`src/rtl/calc_sequencer_if.sv`:
```
// Key-event strobes into the calculator sequencer and its control pulses/status out.
// master = key/opcode encoders and ALU flag side; slave = the sequencer itself.
interface calc_sequencer_if;
  logic       digit_strobe;
  logic       op_strobe;
  logic [2:0] op_in;
  logic       enter_strobe;
  logic       clear_strobe;
  logic       o_flag;

  logic       store_digit;
  logic       enter;
  logic       result_ready;
  logic [2:0] opcode;
  logic       busy;
  logic       error;
  logic [2:0] state;

  modport master (
    output digit_strobe, op_strobe, op_in, enter_strobe, clear_strobe, o_flag,
    input  store_digit, enter, result_ready, opcode, busy, error, state
  );

  modport slave (
    input  digit_strobe, op_strobe, op_in, enter_strobe, clear_strobe, o_flag,
    output store_digit, enter, result_ready, opcode, busy, error, state
  );
endinterface

```
`src/rtl/calc_sequencer.sv`:
```
// Keypad calculator control FSM: turns key strobes into store_digit/enter/result_ready
// pulses, holds the ALU opcode, limits operand length and traps ALU overflow.
module calc_sequencer #(
  parameter int MAX_DIGITS = 3,
  parameter int ALU_LAT    = 2
) (
  input  logic               clk,
  input  logic               nrst,
  calc_sequencer_if.slave    bus
);

  localparam int CNT_W  = $clog2(MAX_DIGITS + 1);
  localparam int WAIT_W = $clog2(ALU_LAT + 1);

  localparam logic [CNT_W-1:0]  CNT_MAX   = CNT_W'(MAX_DIGITS);
  localparam logic [CNT_W-1:0]  CNT_ONE   = CNT_W'(1);
  localparam logic [WAIT_W-1:0] WAIT_INIT = WAIT_W'(ALU_LAT);
  localparam logic [WAIT_W-1:0] WAIT_ONE  = WAIT_W'(1);

  localparam logic [2:0] S_IDLE  = 3'd0;
  localparam logic [2:0] S_OP1   = 3'd1;
  localparam logic [2:0] S_OPSEL = 3'd2;
  localparam logic [2:0] S_OP2   = 3'd3;
  localparam logic [2:0] S_EXEC  = 3'd4;
  localparam logic [2:0] S_DONE  = 3'd5;
  localparam logic [2:0] S_ERR   = 3'd6;

  logic [2:0]        cur_state, nxt_state;
  logic [CNT_W-1:0]  cnt, cnt_nx;
  logic [WAIT_W-1:0] wait_cnt, wait_nx;
  logic [2:0]        opcode_q, opcode_nx;
  logic              store_q, store_nx;
  logic              enter_q, enter_nx;
  logic              result_q, result_nx;

  logic ev_clr, ev_ent, ev_op, ev_dig;

  function automatic logic [CNT_W-1:0] sat_inc(input logic [CNT_W-1:0] v);
    return (v >= CNT_MAX) ? CNT_MAX : v + CNT_ONE;
  endfunction

  function automatic logic [WAIT_W-1:0] sat_dec(input logic [WAIT_W-1:0] v);
    return (v == '0) ? '0 : v - WAIT_ONE;
  endfunction

  // Strobe arbitration: a single winner per cycle, losers are discarded.
  assign ev_clr = bus.clear_strobe;
  assign ev_ent = bus.enter_strobe & ~bus.clear_strobe;
  assign ev_op  = bus.op_strobe & ~bus.enter_strobe & ~bus.clear_strobe;
  assign ev_dig = bus.digit_strobe & ~bus.op_strobe & ~bus.enter_strobe & ~bus.clear_strobe;

  always_comb begin
    nxt_state = cur_state;
    cnt_nx    = cnt;
    wait_nx   = wait_cnt;
    opcode_nx = opcode_q;
    store_nx  = 1'b0;
    enter_nx  = 1'b0;
    result_nx = 1'b0;

    if (ev_clr) begin
      nxt_state = S_IDLE;
      cnt_nx    = '0;
      wait_nx   = '0;
      opcode_nx = 3'b000;
    end else begin
      case (cur_state)
        S_IDLE: begin
          if (ev_dig) begin
            store_nx  = 1'b1;
            cnt_nx    = CNT_ONE;
            nxt_state = S_OP1;
          end
        end
        S_OP1, S_OP2: begin
          if (ev_dig && (cnt < CNT_MAX)) begin
            store_nx = 1'b1;
            cnt_nx   = sat_inc(cnt);
          end else if (ev_op && (cur_state == S_OP1)) begin
            opcode_nx = bus.op_in;
            enter_nx  = 1'b1;
            cnt_nx    = '0;
            nxt_state = S_OPSEL;
          end else if (ev_ent && (cur_state == S_OP2)) begin
            wait_nx   = WAIT_INIT;
            nxt_state = S_EXEC;
          end
        end
        S_OPSEL: begin
          if (ev_op) begin
            opcode_nx = bus.op_in;
          end else if (ev_dig) begin
            store_nx  = 1'b1;
            cnt_nx    = CNT_ONE;
            nxt_state = S_OP2;
          end
        end
        S_EXEC: begin
          wait_nx = sat_dec(wait_cnt);
          // The last wait cycle is the one where the ALU flag is trusted.
          if (wait_cnt <= WAIT_ONE) begin
            if (bus.o_flag) begin
              nxt_state = S_ERR;
            end else begin
              result_nx = 1'b1;
              nxt_state = S_DONE;
            end
          end
        end
        S_DONE: begin
          if (ev_op) begin
            opcode_nx = bus.op_in;
            enter_nx  = 1'b1;
            cnt_nx    = '0;
            nxt_state = S_OPSEL;
          end else if (ev_dig) begin
            store_nx  = 1'b1;
            cnt_nx    = CNT_ONE;
            nxt_state = S_OP1;
          end
        end
        S_ERR: begin
          nxt_state = S_ERR;
        end
        default: begin
          nxt_state = S_IDLE;
          cnt_nx    = '0;
          wait_nx   = '0;
        end
      endcase
    end
  end

  always_ff @(posedge clk or negedge nrst) begin
    if (!nrst) begin
      cur_state <= S_IDLE;
      cnt       <= '0;
      wait_cnt  <= '0;
      opcode_q  <= 3'b000;
      store_q   <= 1'b0;
      enter_q   <= 1'b0;
      result_q  <= 1'b0;
    end else begin
      cur_state <= nxt_state;
      cnt       <= cnt_nx;
      wait_cnt  <= wait_nx;
      opcode_q  <= opcode_nx;
      store_q   <= store_nx;
      enter_q   <= enter_nx;
      result_q  <= result_nx;
    end
  end

  assign bus.store_digit  = store_q;
  assign bus.enter        = enter_q;
  assign bus.result_ready = result_q;
  assign bus.opcode       = opcode_q;
  assign bus.busy         = (cur_state == S_EXEC);
  assign bus.error        = (cur_state == S_ERR);
  assign bus.state        = cur_state;

endmodule

```
`src/flat_wrapper.sv`:
```
// flat-port wrapper written by rule: the top's interface ports become plain ports
module calc_sequencer_flat 
#(
  parameter int MAX_DIGITS = 3,
  parameter int ALU_LAT    = 2
)
  (clk, nrst, bus_digit_strobe, bus_op_strobe, bus_op_in, bus_enter_strobe, bus_clear_strobe, bus_o_flag, bus_store_digit, bus_enter, bus_result_ready, bus_opcode, bus_busy, bus_error, bus_state);
  calc_sequencer_if bus_i ();
  input  logic clk;
  input  logic nrst;
  input wire logic [$bits(bus_i.digit_strobe)-1:0] bus_digit_strobe;
  input wire logic [$bits(bus_i.op_strobe)-1:0] bus_op_strobe;
  input wire logic [$bits(bus_i.op_in)-1:0] bus_op_in;
  input wire logic [$bits(bus_i.enter_strobe)-1:0] bus_enter_strobe;
  input wire logic [$bits(bus_i.clear_strobe)-1:0] bus_clear_strobe;
  input wire logic [$bits(bus_i.o_flag)-1:0] bus_o_flag;
  output wire logic [$bits(bus_i.store_digit)-1:0] bus_store_digit;
  output wire logic [$bits(bus_i.enter)-1:0] bus_enter;
  output wire logic [$bits(bus_i.result_ready)-1:0] bus_result_ready;
  output wire logic [$bits(bus_i.opcode)-1:0] bus_opcode;
  output wire logic [$bits(bus_i.busy)-1:0] bus_busy;
  output wire logic [$bits(bus_i.error)-1:0] bus_error;
  output wire logic [$bits(bus_i.state)-1:0] bus_state;
  assign bus_i.digit_strobe = bus_digit_strobe;
  assign bus_i.op_strobe = bus_op_strobe;
  assign bus_i.op_in = bus_op_in;
  assign bus_i.enter_strobe = bus_enter_strobe;
  assign bus_i.clear_strobe = bus_clear_strobe;
  assign bus_i.o_flag = bus_o_flag;
  assign bus_store_digit = bus_i.store_digit;
  assign bus_enter = bus_i.enter;
  assign bus_result_ready = bus_i.result_ready;
  assign bus_opcode = bus_i.opcode;
  assign bus_busy = bus_i.busy;
  assign bus_error = bus_i.error;
  assign bus_state = bus_i.state;
  calc_sequencer #(.MAX_DIGITS(MAX_DIGITS), .ALU_LAT(ALU_LAT)) u_core (.clk(clk), .nrst(nrst), .bus(bus_i));
endmodule
```
`config.mk`:
```
export PLATFORM = sky130hd
export DESIGN_NAME = calc_sequencer_flat
export DESIGN_NICKNAME = d
export VERILOG_FILES = /design/src/rtl/calc_sequencer_if.sv /design/src/rtl/calc_sequencer.sv /design/src/flat_wrapper.sv
export SDC_FILE = /design/constraint.sdc
export NUM_CORES = 1
export LEC_CHECK = 0
export ABC_AREA = 1
export CAP_MARGIN = 20
export CORE_ASPECT_RATIO = 1.2
export CORE_MARGIN = 1
export CORE_UTILIZATION = 49
export CTS_CLUSTER_DIAMETER = 100
export DETAILED_ROUTE_END_ITERATION = 7
export GPL_ROUTABILITY_DRIVEN = 1
export MAX_ROUTING_LAYER = met4
export PLACE_DENSITY_LB_ADDON = 0.12
export SLEW_MARGIN = 20
export SYNTH_ARGS = -nofsm -noshare
export SYNTH_HDL_FRONTEND = slang
export SYNTH_SLANG_ARGS = --single-unit
export TNS_END_PERCENT = 100
```
`constraint.sdc`:
```
create_clock -name clk -period 1.75 [get_ports clk]
set_input_delay 0.4375 -clock clk [delete_from_list [all_inputs] [get_ports clk]]
set_output_delay 0.4375 -clock clk [all_outputs]
set_load 0.02 [all_outputs]
```
==> qor.yml, run 1 <==
yosysWarningCount: 0
startpoint_type: "flop"
dp_worst_setup_slack_ns: -0.171
worstSetupPathType: "reg -> out"
dieArea_um2: 2080
number_of_buffers_between_clock_root_and_the_deepest_sink: 2
endpoint_kind: "output pin"
fin_worst_skew_ns: 0.00283
pwr_per_cell_area_nw_per_um2: 1170
syn-cell-area_um2: 930
ioPinCount: 21
cts.reportedPaths.clkPinSlew_ns: 0.08
detailed_place.area_um2: 1220
dr.pass1.iters: 7
reg_to_reg_critical_path_endpoint: "u_core.cnt[1]$_DFFE_PN0P_"
number_of_antenna_violations_at_the_first_check_in_global_routing: 0
regToRegSetupSlack_ns: 0.25
run_status: "finished, final reports clean"
number_of_nets_with_antenna_violations_after_routing: 0
grt_pass1_wl_mm: 3.97
postSynthRegisterBits: 13
max_slew.worst_pin.slew_ns: 0.256
die_width_um: 41.8
post-cts-setup-buffers: 0
ctsRootBufferMaster: "clkbuf_4"
grt_usage: 0.255
port_buffers: 20
r2r-start: "u_core.bus.state[2]$_DFFE_PN0P_"
slew_violations: 0
vias_in_the_first_global_route: 907
static-leakage-power_uw: 0.000647
synthesis.instances: 133
cts_sinks: 13
tritoncts.num_buffers: 3
routed_wl_mm: 2.36
synthDistinctLibCells: 22
syn-num-nets: 143
layout.cell_area.non_filler_um2: 1240
h-tree-depth: 1
cap_viol_max_count: 0
synth.yosys.seq_area_share: 0.350
report.final.hold_viol_count: 0
wl_per_cell_um: 12.8
gp_congestion: 0.928
antenna_cells_inserted: 0
maxSlewHeadroom: 0.828
max_clock_freq_mhz: 591
irDropWorstVdd_uv: 955
initial_core_util: 0.546
globalRouteOverflowTotal: 0
period_needed_ns: 1.69
synth.avg_cell_area_um2: 6.99
flow.area_growth_from_synthesis_pct: 33.2
grt_start_max_net_pins: 14
endpoint: "bus_busy"
drcViolationCount: 0
report.final.setup_viol: 0
core_area_um2: 1700
row_count: 16
tritoncts: "yes"
worstPathRequired_ns: 1.31
critPathArrivalTime_ns: 1.26
drive_gt1_frac: 0.175
cts_hold_repair.buffers: 0
mostFrequentLayoutCell: "nand2_1"
totalNegativeSetupSlack_ns: 0
final_util: 0.728
die_y_um: 49.7
hold_path_class: "in -> async"
reg2regPathDepth: 9
cts_repair_resize_count: 5
fin_nets: 177
setup_repair_after_global_routing_missed_its_margin: "no"
timing.final.ws_setup_ns: 0.0570
most_frequent_cells_in_the_layout: "nand2_1, nor2_1, inv_1, nand3_1, clkdlybuf4s50_1"
dr.first_iter.drc_count: 29
clock_insertion_delay_worst_skew_ns: 0.28
worst_setup_path_startpoint: "u_core.bus.state[0]$_DFFE_PN0P_"
vias: 986
via_per_inst: 5.36
path_max_fanout: 4
final.period_utilization: 0.967
place.detailed.hpwl_mm: 1.91
worst min path at each step:
stage / startpoint / endpoint / depth (start not counted)
2_1_floorplan: nrst / u_core.bus.enter$_DFF_PN0_ / 0
3_3_place_gp: u_core.bus.opcode[2]$_DFFE_PN0P_ / u_core.bus.opcode[2]$_DFFE_PN0P_ / 2
3_5_place_dp: u_core.bus.opcode[1]$_DFFE_PN0P_ / u_core.bus.opcode[1]$_DFFE_PN0P_ / 2
4_1_cts: nrst / u_core.bus.opcode[0]$_DFFE_PN0P_ / 2
5_1_grt: nrst / u_core.cnt[1]$_DFFE_PN0P_ / 2
6_report: nrst / u_core.cnt[1]$_DFFE_PN0P_ / 2
critical path: stages, from the launching register on:
cell,delay [ns]
dfrtp_1,0.41
inv_4,0.06
nand2_2,0.08
nor2_2,0.11
clkdlybuf4s15_1,0.31
synthesized netlist by cell type:
master | count | area (um2)
a21oi_1 | 2 | 10.0
buf_4 | 2 | 15.0
buf_6 | 1 | 11.3
dfrtp_1 | 13 | 325
inv_1 | 15 | 56.3
inv_2 | 2 | 7.51
inv_4 | 1 | 6.26
nand2_1 | 40 | 150
nand2_2 | 2 | 12.5
nand2_4 | 1 | 11.3
nand3_1 | 15 | 75.1
nand3_4 | 1 | 17.5
nand4_1 | 5 | 31.3
nor2_1 | 15 | 56.3
nor2_2 | 2 | 12.5
nor2_4 | 1 | 11.3
nor2_8 | 2 | 40.0
nor3_1 | 2 | 10.0
nor3_4 | 1 | 16.3
o21ai_0 | 8 | 40.0
o21ai_1 | 1 | 5.00
o21ai_2 | 1 | 8.76
routing by layer:
metal,vias up,track usage,part of all wire
met1,453,0.305,0.42
met5,-,-,0
met3,5,0.0293,0.049
li1,493,-,-
met4,0,0.0699,0.012
met2,35,0.448,0.52
power by group:
| group | switching, uW | total (uW) | internal, uW |
|---|---|---|---|
| registers | 44.0 | 404 | 360 |
| logic | 528 | 856 | 329 |
| clock network | 101 | 189 | 88.6 |
| total | 672 | 1450 | 777 |
cell families after synthesis:
logic type,after synthesis,synth area share
AND/OR/NAND/NOR,87,0.478
AO/OA/AOI/OAI,12,0.0686
buffers and inverters,21,0.104
flip-flops,13,0.350
through the flow:
| step | hold WS (ns) | power (uW) | cells |
|---|---|---|---|
| after floorplan | 0.142 | 959 | 133 |
| after CTS | 0.467 | 1450 | 184 |
| final | 0.456 | 1450 | 184 |
| after global routing | 0.469 | 1550 | 184 |
| after global placement | 0.468 | 1270 | 180 |
| after detailed placement | 0.477 | 1280 | 180 |
state kept, by name (all words and copies together), names as in the netlist:
register                 count
u_core.cnt                   2
u_core.bus.state             3
u_core.bus.store_digit       1
u_core.bus.opcode            3
u_core.wait_cnt              2
u_core.bus.enter             1
u_core.bus.result_ready      1
final cells by class:
type                    instances  area (um2)
clock buffers                   4        26.3
fillers                       138         463
inverters                      18        70.1
multi-input cells              99         508
flip-flops and latches         13         325
well taps                      18        22.5
repair buffers                 32         287
No activity file was read; power rests on OpenSTA's default activity.
==> run 2, diff against run 1 <==
Settings changed: CORE_UTILIZATION 49 to 50, CTS_BUF_LIST set to sky130_fd_sc_hd__clkbuf_8.
==> qor.yml, run 2 (synthesis gave the netlist of run 1 again) <==
path_max_fanout: 3  # -1
endpoint_kind: "output pin"
grt_pass1_wl_mm: 3.67  # -7.6%
fin_nets: 176  # -0.56%
report.final.setup_viol: 0  # unchanged
drcViolationCount: 0  # unchanged
worstSetupPathType: "reg -> out"
gp_congestion: 0.958  # +3.2%
pwr_per_cell_area_nw_per_um2: 1200  # +2.2%
die_y_um: 49.2  # -0.97%
period_needed_ns: 1.70  # +0.00524 ns
setup_repair_after_global_routing_missed_its_margin: "no"
grt_usage: 0.262  # +0.00762
final.period_utilization: 0.970  # +0.00300
ctsRootBufferMaster: "clkbuf_8"
die_width_um: 41.4  # -0.96%
hold_path_class: "reg -> reg"
layoutNonFillerInstCount: 183  # -0.54%
most_frequent_cells_in_the_layout: "nand2_1, inv_1, nor2_1, nand3_1, clkdlybuf4s50_1"
startpoint_type: "flop"
number_of_nets_with_antenna_violations_after_routing: 0  # unchanged
maxSlewHeadroom: 0.815  # -0.0128
irDropWorstVdd_uv: 886  # -7.3%
dp_worst_setup_slack_ns: -0.115  # +0.0563 ns
report.final.hold_viol_count: 0  # unchanged
worstPathRequired_ns: 1.31  # about the same
cts.reportedPaths.clkPinSlew_ns: 0.05  # -0.03 ns
slew_violations: 0  # unchanged
core_area_um2: 1680  # -1.2%
ioPinCount: 21  # unchanged
max_slew.worst_pin.slew_ns: 0.276  # +0.0203 ns
tritoncts: "yes"
critPathArrivalTime_ns: 1.26  # about the same
slowest_delay_ns: 0.63  # +0.22 ns
via_per_inst: 5.40  # +0.85%
static-leakage-power_uw: 0.000664  # +2.6%
tritoncts.num_buffers: 3  # unchanged
vias_in_the_first_global_route: 898  # -0.99%
number_of_buffers_between_clock_root_and_the_deepest_sink: 2  # unchanged
cts_sinks: 13  # unchanged
antenna_cells_inserted: 0  # unchanged
fin_worst_skew_ns: 0.000825  # -0.00200 ns
critPathBufInv: 1  # -1
placedCellCount: 179  # -0.56%
cts_hold_repair.buffers: 0  # unchanged
routed_wl_mm: 2.18  # -8.0%
dieArea_um2: 2040  # -1.9%
run_status: "finished, final reports clean"
cap_viol_max_count: 0  # unchanged
globalRouteOverflowTotal: 0  # unchanged
place.detailed.hpwl_mm: 1.77  # -7.1%
slowest_stage: "clkdlybuf4s50_1"
row_count: 16  # unchanged
total_power_uw: 1500  # +3.4%
initial_core_util: 0.553  # +0.00650
clock_insertion_delay_worst_skew_ns: 0.24  # -0.04 ns
vias: 989  # +0.30%
drive_gt1_frac: 0.176  # +0.00106
port_buffers: 20  # unchanged
dr.first_iter.drc_count: 37  # +28%
worstPathCellList: "clkdlybuf4s50_1"
h-tree-depth: 1  # unchanged
critPathTopFamily: "buffers and inverters"
number_of_antenna_violations_at_the_first_check_in_global_routing: 0  # unchanged
timing.final.ws_setup_ns: 0.0518  # -0.00524 ns
wl_per_cell_um: 11.9  # -7.5%
max_clock_freq_mhz: 589  # -0.31%
grt_start_max_net_pins: 14  # unchanged
flow.area_growth_from_synthesis_pct: 34.7
mostFrequentLayoutCell: "nand2_1"
totalNegativeSetupSlack_ns: 0  # unchanged
dr.pass1.iters: 4  # -3
-- run 2: final cells by class --
type                    instances  area, um2
multi-input cells              99        508
fillers                       134        429
flip-flops and latches         13        327
repair buffers                 31        280
inverters                      18       70.1
clock buffers                   3       41.3
well taps                      18       22.5
clock inverters                 1       3.75
-- run 2: power by group --
group	switching [uW]	internal, uW	total (uW)
Clock	98.2	154	252
Combinational	501	324	825
Sequential	57.8	363	420
-- run 2: final timing paths --
check / from / endpoint / slack (ns) / cells past startpoint
worst max-delay path: u_core.bus.state[2]$_DFFE_PN0P_ / bus_state[2] / 0.05 / 1
max in group asynchronous: nrst / u_core.bus.state[1]$_DFFE_PN0P_ / 1.07 / 2
min in group asynchronous: nrst / u_core.bus.store_digit$_DFF_PN0_ / 0.51 / 2
worst max register to register: u_core.bus.state[2]$_DFFE_PN0P_ / u_core.bus.opcode[0]$_DFFE_PN0P_ / 0.26 / 6
worst min register to register: u_core.bus.opcode[2]$_DFFE_PN0P_ / u_core.bus.opcode[2]$_DFFE_PN0P_ / 0.49 / 2
worst min-delay path: u_core.bus.opcode[2]$_DFFE_PN0P_ / u_core.bus.opcode[2]$_DFFE_PN0P_ / 0.49 / 2
-- run 2: timing repair --
item,4_1_cts,5_1_grt
endpoints found under the setup margin,4,2
gates resized for setup,5,1
cloned,0,0
buffers inserted,0,0
-- run 2: metrics by stage --
step	instance area [um2]	hold slack (ns)	util
finish	1250	0.492	0.745
global route	1250	0.515	0.745
CTS	1250	0.496	0.743
detailed placement	1210	0.484	0.719
global placement	1210	0.469	0.719
floorplan	930	0.142	-
-- run 2: worst reg2reg max path: cells and delay by family (launching register included) --
family,cells,cell delay [ns]
compound gates,2,0.35
buf+inv,2,0.27
flops,1,0.41
simple gates,2,0.38
-- run 2: routing by layer --
metal | part of all wire | track usage
met3 | 0.059 | 0.0731
met1 | 0.42 | 0.355
met5 | 0 | -
met2 | 0.51 | 0.388
met4 | 0.011 | 0.0538
==> run 3, diff against run 2 <==
Settings changed: PLACE_DENSITY set to 0.8, PLACE_DENSITY_LB_ADDON 0.12 to not set.
==> qor.yml, run 3 (synthesis gave the netlist of run 1 again) <==
run_status: "finished, final reports clean"
row_count: 16  # unchanged
report.final.setup_viol: 0  # unchanged
critPathBufInv: 1  # unchanged
clock_insertion_delay_worst_skew_ns: 0.24  # about the same
static-leakage-power_uw: 0.000666  # +0.25%
flow.area_growth_from_synthesis_pct: 36.9
max_slew.worst_pin.slew_ns: 0.228  # -0.0475 ns
worstSetupPathType: "reg -> out"
wl_per_cell_um: 12.8  # +7.3%
endpoint_kind: "output pin"
number_of_nets_with_antenna_violations_after_routing: 0  # unchanged
dr.first_iter.drc_count: 75  # +100%
tritoncts.num_buffers: 3  # unchanged
port_buffers: 20  # unchanged
pwr_per_cell_area_nw_per_um2: 1210  # +0.87%
core_area_um2: 1680  # unchanged
mostFrequentLayoutCell: "nand2_1"
routed_wl_mm: 2.36  # +8.5%
final.period_utilization: 0.968  # -0.00222
path_max_fanout: 3  # unchanged
placedCellCount: 181  # +1.1%
report.final.hold_viol_count: 0  # unchanged
maxSlewHeadroom: 0.847  # +0.0317
vias_in_the_first_global_route: 887  # -1.2%
max_clock_freq_mhz: 590  # +0.23%
cts_sinks: 13  # unchanged
most_frequent_cells_in_the_layout: "nand2_1, inv_1, clkdlybuf4s50_1"
grt_pass1_wl_mm: 3.80  # +3.6%
critPathArrivalTime_ns: 1.26  # about the same
gp_congestion: 0.911  # -4.9%
irDropWorstVdd_uv: 584  # -34%
hold_path_class: "reg -> reg"
worstPathRequired_ns: 1.31  # about the same
cap_viol_max_count: 0  # unchanged
final.hold.worst_slack_ns: 0.487  # -0.00499 ns
fin_nets: 178  # +1.1%
vias: 1001  # +1.2%
slowest_delay_ns: 0.63  # about the same
slowest_stage: "clkdlybuf4s50_1"
dr.pass1.iters: 4  # unchanged
number_of_antenna_violations_at_the_first_check_in_global_routing: 0  # unchanged
dieArea_um2: 2040  # unchanged
ioPinCount: 21  # unchanged
fin_worst_skew_ns: 0.000647  # -0.000178 ns
worstPathCellList: "clkdlybuf4s50_1"
number_of_buffers_between_clock_root_and_the_deepest_sink: 2  # unchanged
drcViolationCount: 0  # unchanged
grt_start_max_net_pins: 14  # unchanged
place.detailed.hpwl_mm: 1.90  # +7.1%
ctsRootBufferMaster: "clkbuf_8"
h-tree-depth: 1  # unchanged
antenna_cells_inserted: 0  # unchanged
period_needed_ns: 1.69  # -0.00388 ns
slew_violations: 0  # unchanged
layoutNonFillerInstCount: 185  # +1.1%
critPathTopFamily: "buffers and inverters"
setup_repair_after_global_routing_missed_its_margin: "no"
grt_usage: 0.286  # +0.0242
initial_core_util: 0.553  # unchanged
cts.reportedPaths.clkPinSlew_ns: 0.05  # about the same
globalRouteOverflowTotal: 0  # unchanged
startpoint_type: "flop"
die_width_um: 41.4  # unchanged
drive_gt1_frac: 0.186  # +0.00987
tritoncts: "yes"
via_per_inst: 5.41  # +0.12%
die_y_um: 49.2  # unchanged
-- run 3: metrics by stage --
step	setup TNS (ns)	total power [uW]	cell area, um2	utilization	worst slack, ns
after floorplan	0	959	930	-	0.209
after global placement	-0.289	1260	1220	0.728	-0.0521
after detailed placement	-0.599	1280	1220	0.728	-0.0905
after CTS	0	1530	1260	0.752	0.0343
after global routing	0	1650	1270	0.757	0.0133
final	0	1540	1270	0.757	0.0556
-- run 3: layout make-up --
class                   instances  area, um2
repair buffers                 33        293
fillers                       147        409
clock inverters                 1       3.75
clock buffers                   3       41.3
multi-input cells              99        515
flip-flops and latches         13        327
well taps                      18       22.5
inverters                      18       70.1
-- run 3: timing repair --
item                       4_1_cts  5_1_grt
buffers inserted                 0        0
hold buffers                     0        0
setup endpoints to repair        4        1
gates resized for setup          5        1
-- run 3: worst paths after layout --
check                                                 start  slack [ns]                           endpoint  depth (start not counted)
setup / recovery            u_core.bus.state[2]$_DFFE_PN0P_        0.06                       bus_state[2]                          1
hold / removal             u_core.bus.opcode[0]$_DFFE_PN0P_        0.49   u_core.bus.opcode[0]$_DFFE_PN0P_                          2
setup reg to reg            u_core.bus.state[2]$_DFFE_PN0P_        0.27          u_core.cnt[1]$_DFFE_PN0P_                          9
hold reg to reg            u_core.bus.opcode[0]$_DFFE_PN0P_        0.49   u_core.bus.opcode[0]$_DFFE_PN0P_                          2
max in group asynchronous                              nrst        1.07    u_core.bus.state[1]$_DFFE_PN0P_                          2
min in group asynchronous                              nrst        0.50  u_core.bus.result_ready$_DFF_PN0_                          2
-- run 3: where the power goes --
part / switching, uW / leakage [uW] / internal (uW)
Clock: 108 / 0.0000269 / 155
Combinational: 522 / 0.000463 / 333
Sequential: 54.7 / 0.000176 / 362
-- run 3: metal layers --
| metal | vias up | global-route usage | share of wire |
|---|---|---|---|
| met5 | - | - | 0 |
| met4 | 0 | 0.129 | 0.026 |
| met3 | 6 | 0.0137 | 0.068 |
| met2 | 59 | 0.432 | 0.48 |
| met1 | 446 | 0.382 | 0.42 |
| li1 | 490 | - | - |
